$ cat config.mk
export PLATFORM = sky130hd
export DESIGN_NAME = hazard_sb_flat
export DESIGN_NICKNAME = d
export VERILOG_FILES = /design/src/rtl/hazard_pkg.sv /design/src/rtl/hazard_sb_if.sv /design/src/rtl/hazard_md_tracker.sv /design/src/rtl/hazard_sb.sv /design/src/flat_wrapper.sv
export SDC_FILE = /design/constraint.sdc
export NUM_CORES = 1
export LEC_CHECK = 0
export CORE_ASPECT_RATIO = 2
export CORE_MARGIN = 4
export CORE_UTILIZATION = 47
export DETAILED_ROUTE_END_ITERATION = 8
export PLACE_DENSITY = 0.81
export SETUP_SLACK_MARGIN = 0.02
export SYNTH_ARGS = -nofsm -noshare
export SYNTH_HDL_FRONTEND = slang
export SYNTH_SLANG_ARGS = --single-unit
$ cat constraint.sdc
create_clock -name clk -period 3.05 [get_ports clk]
set_input_delay 0.4575 -clock clk [delete_from_list [all_inputs] [get_ports clk]]
set_output_delay 0.4575 -clock clk [all_outputs]
set_load 0.02 [all_outputs]
$ cat src/rtl/hazard_pkg.sv
// Shared constants for the MIPS hazard controller: forwarding select encodings
// and the default register-address width.
package hazard_pkg;

    localparam int REG_AW = 5;

    typedef logic [1:0] fwd_sel_t;

    localparam fwd_sel_t FWD_REG = 2'b00;
    localparam fwd_sel_t FWD_W   = 2'b01;
    localparam fwd_sel_t FWD_M   = 2'b10;

endpackage

$ cat src/rtl/hazard_sb_if.sv
// Datapath <-> hazard controller signal bundle. The datapath (master) drives the
// pipeline register fields; the hazard unit (slave) returns forwards and stalls.
interface hazard_sb_if #(
    parameter int REG_AW = hazard_pkg::REG_AW,
    parameter int CNT_W  = 32
);
    logic [REG_AW-1:0] rsD, rtD, rsE, rtE;
    logic [REG_AW-1:0] writeRegE, writeRegM, writeRegW;
    logic              regWriteE, regWriteM, regWriteW;
    logic              memToRegE, memToRegM;
    logic              branchD, pcSrcD;
    logic              mdStartE, mdDivE, mdUseD;
    logic              clrStallCnt;

    logic [1:0]        forwardAE, forwardBE;
    logic              forwardAD, forwardBD;
    logic              stallF, stallD, flushE, flushD;
    logic              mdBusy;
    logic [CNT_W-1:0]  stallCnt;

    modport master (
        output rsD, rtD, rsE, rtE, writeRegE, writeRegM, writeRegW,
               regWriteE, regWriteM, regWriteW, memToRegE, memToRegM,
               branchD, pcSrcD, mdStartE, mdDivE, mdUseD, clrStallCnt,
        input  forwardAE, forwardBE, forwardAD, forwardBD,
               stallF, stallD, flushE, flushD, mdBusy, stallCnt
    );

    modport slave (
        input  rsD, rtD, rsE, rtE, writeRegE, writeRegM, writeRegW,
               regWriteE, regWriteM, regWriteW, memToRegE, memToRegM,
               branchD, pcSrcD, mdStartE, mdDivE, mdUseD, clrStallCnt,
        output forwardAE, forwardBE, forwardAD, forwardBD,
               stallF, stallD, flushE, flushD, mdBusy, stallCnt
    );

endinterface

$ cat src/rtl/hazard_md_tracker.sv
// HI/LO occupancy timer for the iterative mult/div unit: a down-counter loaded
// with the op latency when the op leaves E.
module hazard_md_tracker #(
    parameter int MUL_LAT = 3,
    parameter int DIV_LAT = 16
) (
    input  logic clk,
    input  logic rst_n,
    input  logic md_start,
    input  logic md_div,
    output logic md_busy
);

    localparam int MD_W = $clog2(DIV_LAT + 1);

    logic [MD_W-1:0] md_cnt_q, md_cnt_d;

    // A start while still counting reloads; the D-stage stall normally prevents it.
    always_comb begin
        md_cnt_d = md_cnt_q;
        if (md_start) begin
            md_cnt_d = md_div ? MD_W'(DIV_LAT) : MD_W'(MUL_LAT);
        end else if (md_cnt_q != '0) begin
            md_cnt_d = md_cnt_q - 1'b1;
        end
    end

    always_ff @(posedge clk or negedge rst_n) begin
        if (!rst_n) begin
            md_cnt_q <= '0;
        end else begin
            md_cnt_q <= md_cnt_d;
        end
    end

    assign md_busy = md_start || (md_cnt_q != '0);

endmodule

$ cat src/rtl/hazard_sb.sv
// Five-stage MIPS hazard controller: E/D forwarding, load-use / branch / HI/LO
// stalls, E/D flushes and a saturating stall-cycle counter.
module hazard_sb
    import hazard_pkg::*;
#(
    parameter int MUL_LAT = 3,
    parameter int DIV_LAT = 16,
    parameter int CNT_W   = 32
) (
    input  logic        clk,
    input  logic        rst_n,
    hazard_sb_if.slave  hz
);

    logic     a_hit_m, a_hit_w, b_hit_m, b_hit_w;
    logic     rs_hit_e, rt_hit_e, rs_hit_m, rt_hit_m;
    logic     lw_stall, branch_stall, md_stall, md_busy, stall;
    fwd_sel_t fwd_a, fwd_b;

    logic [CNT_W-1:0] stall_cnt_q, stall_cnt_d;

    // Register 0 is hardwired to zero, so it never produces a hazard.
    assign a_hit_m  = hz.regWriteM && (hz.rsE != '0) && (hz.rsE == hz.writeRegM);
    assign a_hit_w  = hz.regWriteW && (hz.rsE != '0) && (hz.rsE == hz.writeRegW);
    assign b_hit_m  = hz.regWriteM && (hz.rtE != '0) && (hz.rtE == hz.writeRegM);
    assign b_hit_w  = hz.regWriteW && (hz.rtE != '0) && (hz.rtE == hz.writeRegW);

    assign rs_hit_e = (hz.rsD != '0) && (hz.rsD == hz.writeRegE);
    assign rt_hit_e = (hz.rtD != '0) && (hz.rtD == hz.writeRegE);
    assign rs_hit_m = (hz.rsD != '0) && (hz.rsD == hz.writeRegM);
    assign rt_hit_m = (hz.rtD != '0) && (hz.rtD == hz.writeRegM);

    always_comb begin
        fwd_a = FWD_REG;
        fwd_b = FWD_REG;
        if (a_hit_m)      fwd_a = FWD_M;
        else if (a_hit_w) fwd_a = FWD_W;
        if (b_hit_m)      fwd_b = FWD_M;
        else if (b_hit_w) fwd_b = FWD_W;
    end

    hazard_md_tracker #(
        .MUL_LAT (MUL_LAT),
        .DIV_LAT (DIV_LAT)
    ) u_md_tracker (
        .clk      (clk),
        .rst_n    (rst_n),
        .md_start (hz.mdStartE),
        .md_div   (hz.mdDivE),
        .md_busy  (md_busy)
    );

    assign lw_stall     = hz.memToRegE && (rs_hit_e || rt_hit_e);
    assign branch_stall = hz.branchD &&
                          ((hz.regWriteE && (rs_hit_e || rt_hit_e)) ||
                           (hz.memToRegM && (rs_hit_m || rt_hit_m)));
    assign md_stall     = hz.mdUseD && md_busy;
    assign stall        = lw_stall || branch_stall || md_stall;

    always_comb begin
        stall_cnt_d = stall_cnt_q;
        if (hz.clrStallCnt) begin
            stall_cnt_d = '0;
        end else if (stall && (stall_cnt_q != '1)) begin
            stall_cnt_d = stall_cnt_q + 1'b1;
        end
    end

    always_ff @(posedge clk or negedge rst_n) begin
        if (!rst_n) begin
            stall_cnt_q <= '0;
        end else begin
            stall_cnt_q <= stall_cnt_d;
        end
    end

    assign hz.forwardAE = fwd_a;
    assign hz.forwardBE = fwd_b;
    assign hz.forwardAD = hz.regWriteM && rs_hit_m;
    assign hz.forwardBD = hz.regWriteM && rt_hit_m;
    assign hz.stallF    = stall;
    assign hz.stallD    = stall;
    assign hz.flushE    = stall;
    // A taken branch held in D resolves again once the stall clears.
    assign hz.flushD    = hz.pcSrcD && !stall;
    assign hz.mdBusy    = md_busy;
    assign hz.stallCnt  = stall_cnt_q;

endmodule

$ cat src/flat_wrapper.sv
// flat-port wrapper written by rule: the top's interface ports become plain ports
module hazard_sb_flat import hazard_pkg::*;
#(
    parameter int MUL_LAT = 3,
    parameter int DIV_LAT = 16,
    parameter int CNT_W   = 32
)
  (clk, rst_n, hz_rsD, hz_rtD, hz_rsE, hz_rtE, hz_writeRegE, hz_writeRegM, hz_writeRegW, hz_regWriteE, hz_regWriteM, hz_regWriteW, hz_memToRegE, hz_memToRegM, hz_branchD, hz_pcSrcD, hz_mdStartE, hz_mdDivE, hz_mdUseD, hz_clrStallCnt, hz_forwardAE, hz_forwardBE, hz_forwardAD, hz_forwardBD, hz_stallF, hz_stallD, hz_flushE, hz_flushD, hz_mdBusy, hz_stallCnt);
  hazard_sb_if #(.REG_AW(5), .CNT_W(CNT_W)) hz_i ();
  input  logic clk;
  input  logic rst_n;
  input wire logic [$bits(hz_i.rsD)-1:0] hz_rsD;
  input wire logic [$bits(hz_i.rtD)-1:0] hz_rtD;
  input wire logic [$bits(hz_i.rsE)-1:0] hz_rsE;
  input wire logic [$bits(hz_i.rtE)-1:0] hz_rtE;
  input wire logic [$bits(hz_i.writeRegE)-1:0] hz_writeRegE;
  input wire logic [$bits(hz_i.writeRegM)-1:0] hz_writeRegM;
  input wire logic [$bits(hz_i.writeRegW)-1:0] hz_writeRegW;
  input wire logic [$bits(hz_i.regWriteE)-1:0] hz_regWriteE;
  input wire logic [$bits(hz_i.regWriteM)-1:0] hz_regWriteM;
  input wire logic [$bits(hz_i.regWriteW)-1:0] hz_regWriteW;
  input wire logic [$bits(hz_i.memToRegE)-1:0] hz_memToRegE;
  input wire logic [$bits(hz_i.memToRegM)-1:0] hz_memToRegM;
  input wire logic [$bits(hz_i.branchD)-1:0] hz_branchD;
  input wire logic [$bits(hz_i.pcSrcD)-1:0] hz_pcSrcD;
  input wire logic [$bits(hz_i.mdStartE)-1:0] hz_mdStartE;
  input wire logic [$bits(hz_i.mdDivE)-1:0] hz_mdDivE;
  input wire logic [$bits(hz_i.mdUseD)-1:0] hz_mdUseD;
  input wire logic [$bits(hz_i.clrStallCnt)-1:0] hz_clrStallCnt;
  output wire logic [$bits(hz_i.forwardAE)-1:0] hz_forwardAE;
  output wire logic [$bits(hz_i.forwardBE)-1:0] hz_forwardBE;
  output wire logic [$bits(hz_i.forwardAD)-1:0] hz_forwardAD;
  output wire logic [$bits(hz_i.forwardBD)-1:0] hz_forwardBD;
  output wire logic [$bits(hz_i.stallF)-1:0] hz_stallF;
  output wire logic [$bits(hz_i.stallD)-1:0] hz_stallD;
  output wire logic [$bits(hz_i.flushE)-1:0] hz_flushE;
  output wire logic [$bits(hz_i.flushD)-1:0] hz_flushD;
  output wire logic [$bits(hz_i.mdBusy)-1:0] hz_mdBusy;
  output wire logic [$bits(hz_i.stallCnt)-1:0] hz_stallCnt;
  assign hz_i.rsD = hz_rsD;
  assign hz_i.rtD = hz_rtD;
  assign hz_i.rsE = hz_rsE;
  assign hz_i.rtE = hz_rtE;
  assign hz_i.writeRegE = hz_writeRegE;
  assign hz_i.writeRegM = hz_writeRegM;
  assign hz_i.writeRegW = hz_writeRegW;
  assign hz_i.regWriteE = hz_regWriteE;
  assign hz_i.regWriteM = hz_regWriteM;
  assign hz_i.regWriteW = hz_regWriteW;
  assign hz_i.memToRegE = hz_memToRegE;
  assign hz_i.memToRegM = hz_memToRegM;
  assign hz_i.branchD = hz_branchD;
  assign hz_i.pcSrcD = hz_pcSrcD;
  assign hz_i.mdStartE = hz_mdStartE;
  assign hz_i.mdDivE = hz_mdDivE;
  assign hz_i.mdUseD = hz_mdUseD;
  assign hz_i.clrStallCnt = hz_clrStallCnt;
  assign hz_forwardAE = hz_i.forwardAE;
  assign hz_forwardBE = hz_i.forwardBE;
  assign hz_forwardAD = hz_i.forwardAD;
  assign hz_forwardBD = hz_i.forwardBD;
  assign hz_stallF = hz_i.stallF;
  assign hz_stallD = hz_i.stallD;
  assign hz_flushE = hz_i.flushE;
  assign hz_flushD = hz_i.flushD;
  assign hz_mdBusy = hz_i.mdBusy;
  assign hz_stallCnt = hz_i.stallCnt;
  hazard_sb #(.MUL_LAT(MUL_LAT), .DIV_LAT(DIV_LAT), .CNT_W(CNT_W)) u_core (.clk(clk), .rst_n(rst_n), .hz(hz_i));
endmodule
==> results.json <==
{
  "status": "completed",
  "ys_ff_latch": 37,
  "synth_area_leader_cell": "dfrtp_1",
  "final_util": 0.6949,
  "slew_headroom": 0.4289,
  "tritoncts": "built",
  "synth_cells": 314,
  "diodes": 0,
  "fin_crit_sh": 0.9570,
  "gp_congestion": 0.9227,
  "drtPass1Iterations": 5,
  "power_density_nw_per_um2": 341.8,
  "gr-usage-met3": 0.05736,
  "period_minus_slack_ns": 2.919,
  "fin_nets": 473,
  "worstMarginPinSlew_ns": 0.8566,
  "antenna_found_initial": 0,
  "timing.fmax_ghz": 0.3426,
  "synth_area_sq_um": 2813,
  "synth.area.top_cells": "dfrtp_1 33%, xnor2_1 8.7%, or4_1 6.4%",
  "use_met1": 0.1915,
  "p_leak_uw": 0.001563,
  "drc": 0,
  "dieArea_sq_um": 7361,
  "clock_tree.root_cell": "clkbuf_16",
  "drt-initial-drc-count": 287,
  "crit_path_start_kind": "input pin",
  "synth_top_area_share": 0.3292,
  "timing_hold_violations_final": 0,
  "area.growth.synth_to_final_pct": 42.26,
  "grt_max_degree": 55,
  "route.vias.total": 3011,
  "critPathArrivalTime_ns": 2.46,
  "yosys-top-cells-count": "37 x dfrtp_1, 28 x xnor2_1, 27 x a21oi_1, 24 x or4_1, 20 x o31ai_1",
  "htree_levels": 2,
  "cts_buffers": 5,
  "cp_data_required_time_ns": 2.59,
  "critPathSlowestCell": "or4_1",
  "syn-num-nets": 365,
  "ant_nets": 0,
  "start_util": 0.4885,
  "gr-max-usage-layer": "met2",
  "met2_usage": 0.4622,
  "drive_gt1_frac": 0.1442,
  "grt.overflow.total": 0,
  "hold_class": "input pin to asynchronous set/reset pin",
  "core_area_sq_um": 5758,
  "clockBufferDepth": 2,
  "place_area_sq_um": 3870,
  "critical-path-top-delay-family": "buffers and inverters",
  "ioPinCount": 91,
  "crit_type": "input pin to primary output",
  "finalClockSkew_ns": 0.005868,
  "async_flop_share": 1.000,
  "die_h_microns": 117.4,
  "yosysUniqueCellTypes": 45,
  "wl_microns": 8686,
  "clk_latency_ns": 0.29,
  "yosysSeqAreaShare": 0.3292,
  "via_per_inst": 6.221,
  "cts_sinks": 37,
  "synth_flop_cell": "dfrtp_1",
  "grt_pass1_wl_microns": 13490,
  "hpwl_microns": 6772,
  "cp_slowest_stage_delay_ns": 0.56,
  "cpMostUsedCell": "clkdlybuf4s50_1",
  "synth_warnings": 0,
  "rsz0062_at_grt": "no",
  "finalPower_uw": 1368,
  "numPortBuffers": 90,
  "setup_viol": 0,
  "syn_area_per_cell_sq_um": 8.958,
  "first_global_vias": 3017,
  "drv_cap": 0,
  "fillers": 465,
  "rows": 39,
  "cp-end-kind": "primary output",
  "grt_util_all_layers": 0.2343,
  "cp_max_fo": 2,
  "clk_pin_slew_ns": 0.06,
  "final_area_sq_um": 4001,
  "ir_drop_uv": 294.2,
  "fp.dieW_microns": 62.70,
  "synth_edf_count": 0,
  "drv_slew": 0,
  "synth_most_common_cell": "dfrtp_1",
  "crit_buf_inv": 2,
  "wl_per_cell_microns": 17.95,
  "cp_cell_sequence": "clkdlybuf4s50_1, or4_1, o211ai_1, nor4_2, and2_1, clkdlybuf4s50_1"
}
## area by class of cell
| cell class | count | area [sq um] | area share |
|---|---|---|---|
| multi-input cells | 250 | 1722 | 0.4303 |
| flip-flops and latches | 37 | 925.9 | 0.2314 |
| repair buffers | 121 | 1112 | 0.2780 |
| inverters | 7 | 26.28 | 0.006567 |
| clock buffers | 6 | 128.9 | 0.03221 |
| clock inverters | 2 | 10.01 | 0.002502 |
| well taps | 61 | 76.32 | 0.01907 |
## cell usage in the layout, fill, tap and decap left out, types with 3 or more instances in the layout
cell type | synthesis | final
clkdlybuf4s50_1 | 0 | 82
dfrtp_1 | 37 | 37
buf_4 | 7 | 31
xnor2_1 | 28 | 28
a21oi_1 | 27 | 27
or4_1 | 24 | 24
o31ai_1 | 20 | 20
nor2_1 | 19 | 19
nand2_1 | 16 | 16
nand4_1 | 15 | 15
xor2_1 | 13 | 13
nand3_1 | 12 | 12
nor4_1 | 9 | 8
nor3_1 | 8 | 8
and3_1 | 7 | 7
inv_1 | 6 | 6
or3_1 | 6 | 6
nor2b_1 | 6 | 6
clkbuf_16 | 0 | 5
o21ai_0 | 4 | 4
and4_1 | 4 | 4
mux2_2 | 4 | 4
clkbuf_2 | 0 | 4
mux2_4 | 3 | 3
ha_1 | 3 | 3
## metal layers
| metal | share of wire | vias up |
|---|---|---|
| met5 | 0 | - |
| met4 | 0.059 | 0 |
| met3 | 0.066 | 32 |
| met2 | 0.57 | 144 |
| met1 | 0.31 | 1446 |
| li1 | - | 1389 |
## per-stage QoR
stage,hold slack (ns),worst slack (ns),std cells,TNS [ns]
2_1_floorplan,0.1619,0.5748,314,0
3_3_place_gp,0.5484,-0.1532,476,-0.7974
3_5_place_dp,0.5655,-0.2304,476,-1.564
4_1_cts,0.2982,0.02584,484,0
5_1_grt,0.3525,0.02438,484,0
6_report,0.2748,0.1311,484,0
## worst reg2reg max path, delay by kind of cell, from the launching register on
family / cells / cell delay [ns]
and+or+nand+nor: 4 / 0.68
buffers and inverters: 2 / 0.50
DFF: 1 / 0.40
muxes: 1 / 0.32
AOI/OAI and AO/OA: 1 / 0.31
adders and majority gates: 1 / 0.15
## power by group
| group | switching [uW] | leakage (uW) | internal [uW] |
|---|---|---|---|
| Sequential | 22.3 | 0.000508 | 509 |
| Clock | 200 | 0.0000706 | 300 |
| Combinational | 167 | 0.000984 | 170 |
| Total | 389 | 0.00156 | 979 |
## logic make-up after synthesis
kind of cell / Yosys count / synth area share
compound gates: 60 / 0.1339
buf+inv: 27 / 0.06183
mux: 7 / 0.03203
fa+ha+maj: 3 / 0.01335
flops: 37 / 0.3292
xor+xnor: 42 / 0.1335
simple gates: 138 / 0.2963
## worst paths after layout
check                      slack [ns]                            start                               to  depth (start not counted)
max                              0.13                        hz_rsD[0]                     hz_forwardAD                          6
min                              0.27                            rst_n           u_core.hz.stallCnt[14]                          1
max reg2reg                      0.58  u_core.u_md_tracker.md_cnt_q[0]            u_core.hz.stallCnt[9]                          9
min reg2reg                      0.57           u_core.hz.stallCnt[23]           u_core.hz.stallCnt[23]                          2
max in group asynchronous        2.22                            rst_n  u_core.u_md_tracker.md_cnt_q[0]                          1
min in group clk                 0.57           u_core.hz.stallCnt[23]           u_core.hz.stallCnt[23]                          2
## what timing repair did
| action | CTS | global route |
|---|---|---|
| setup endpoints to repair | 5 | 7 |
| setup buffers | 0 | 0 |
| pin swaps | 0 | 2 |
| cloned | 0 | 0 |
| resized for setup | 6 | 11 |
| hold buffers | 0 | 0 |
| endpoints found under the hold margin | 0 | 0 |
## flip-flops by register name, summed over array words and instances, names as in the netlist
name,cells
u_core.hz.stallCnt,32
u_core.u_md_tracker.md_cnt_q,5
Power figures use the tool's default switching activity.
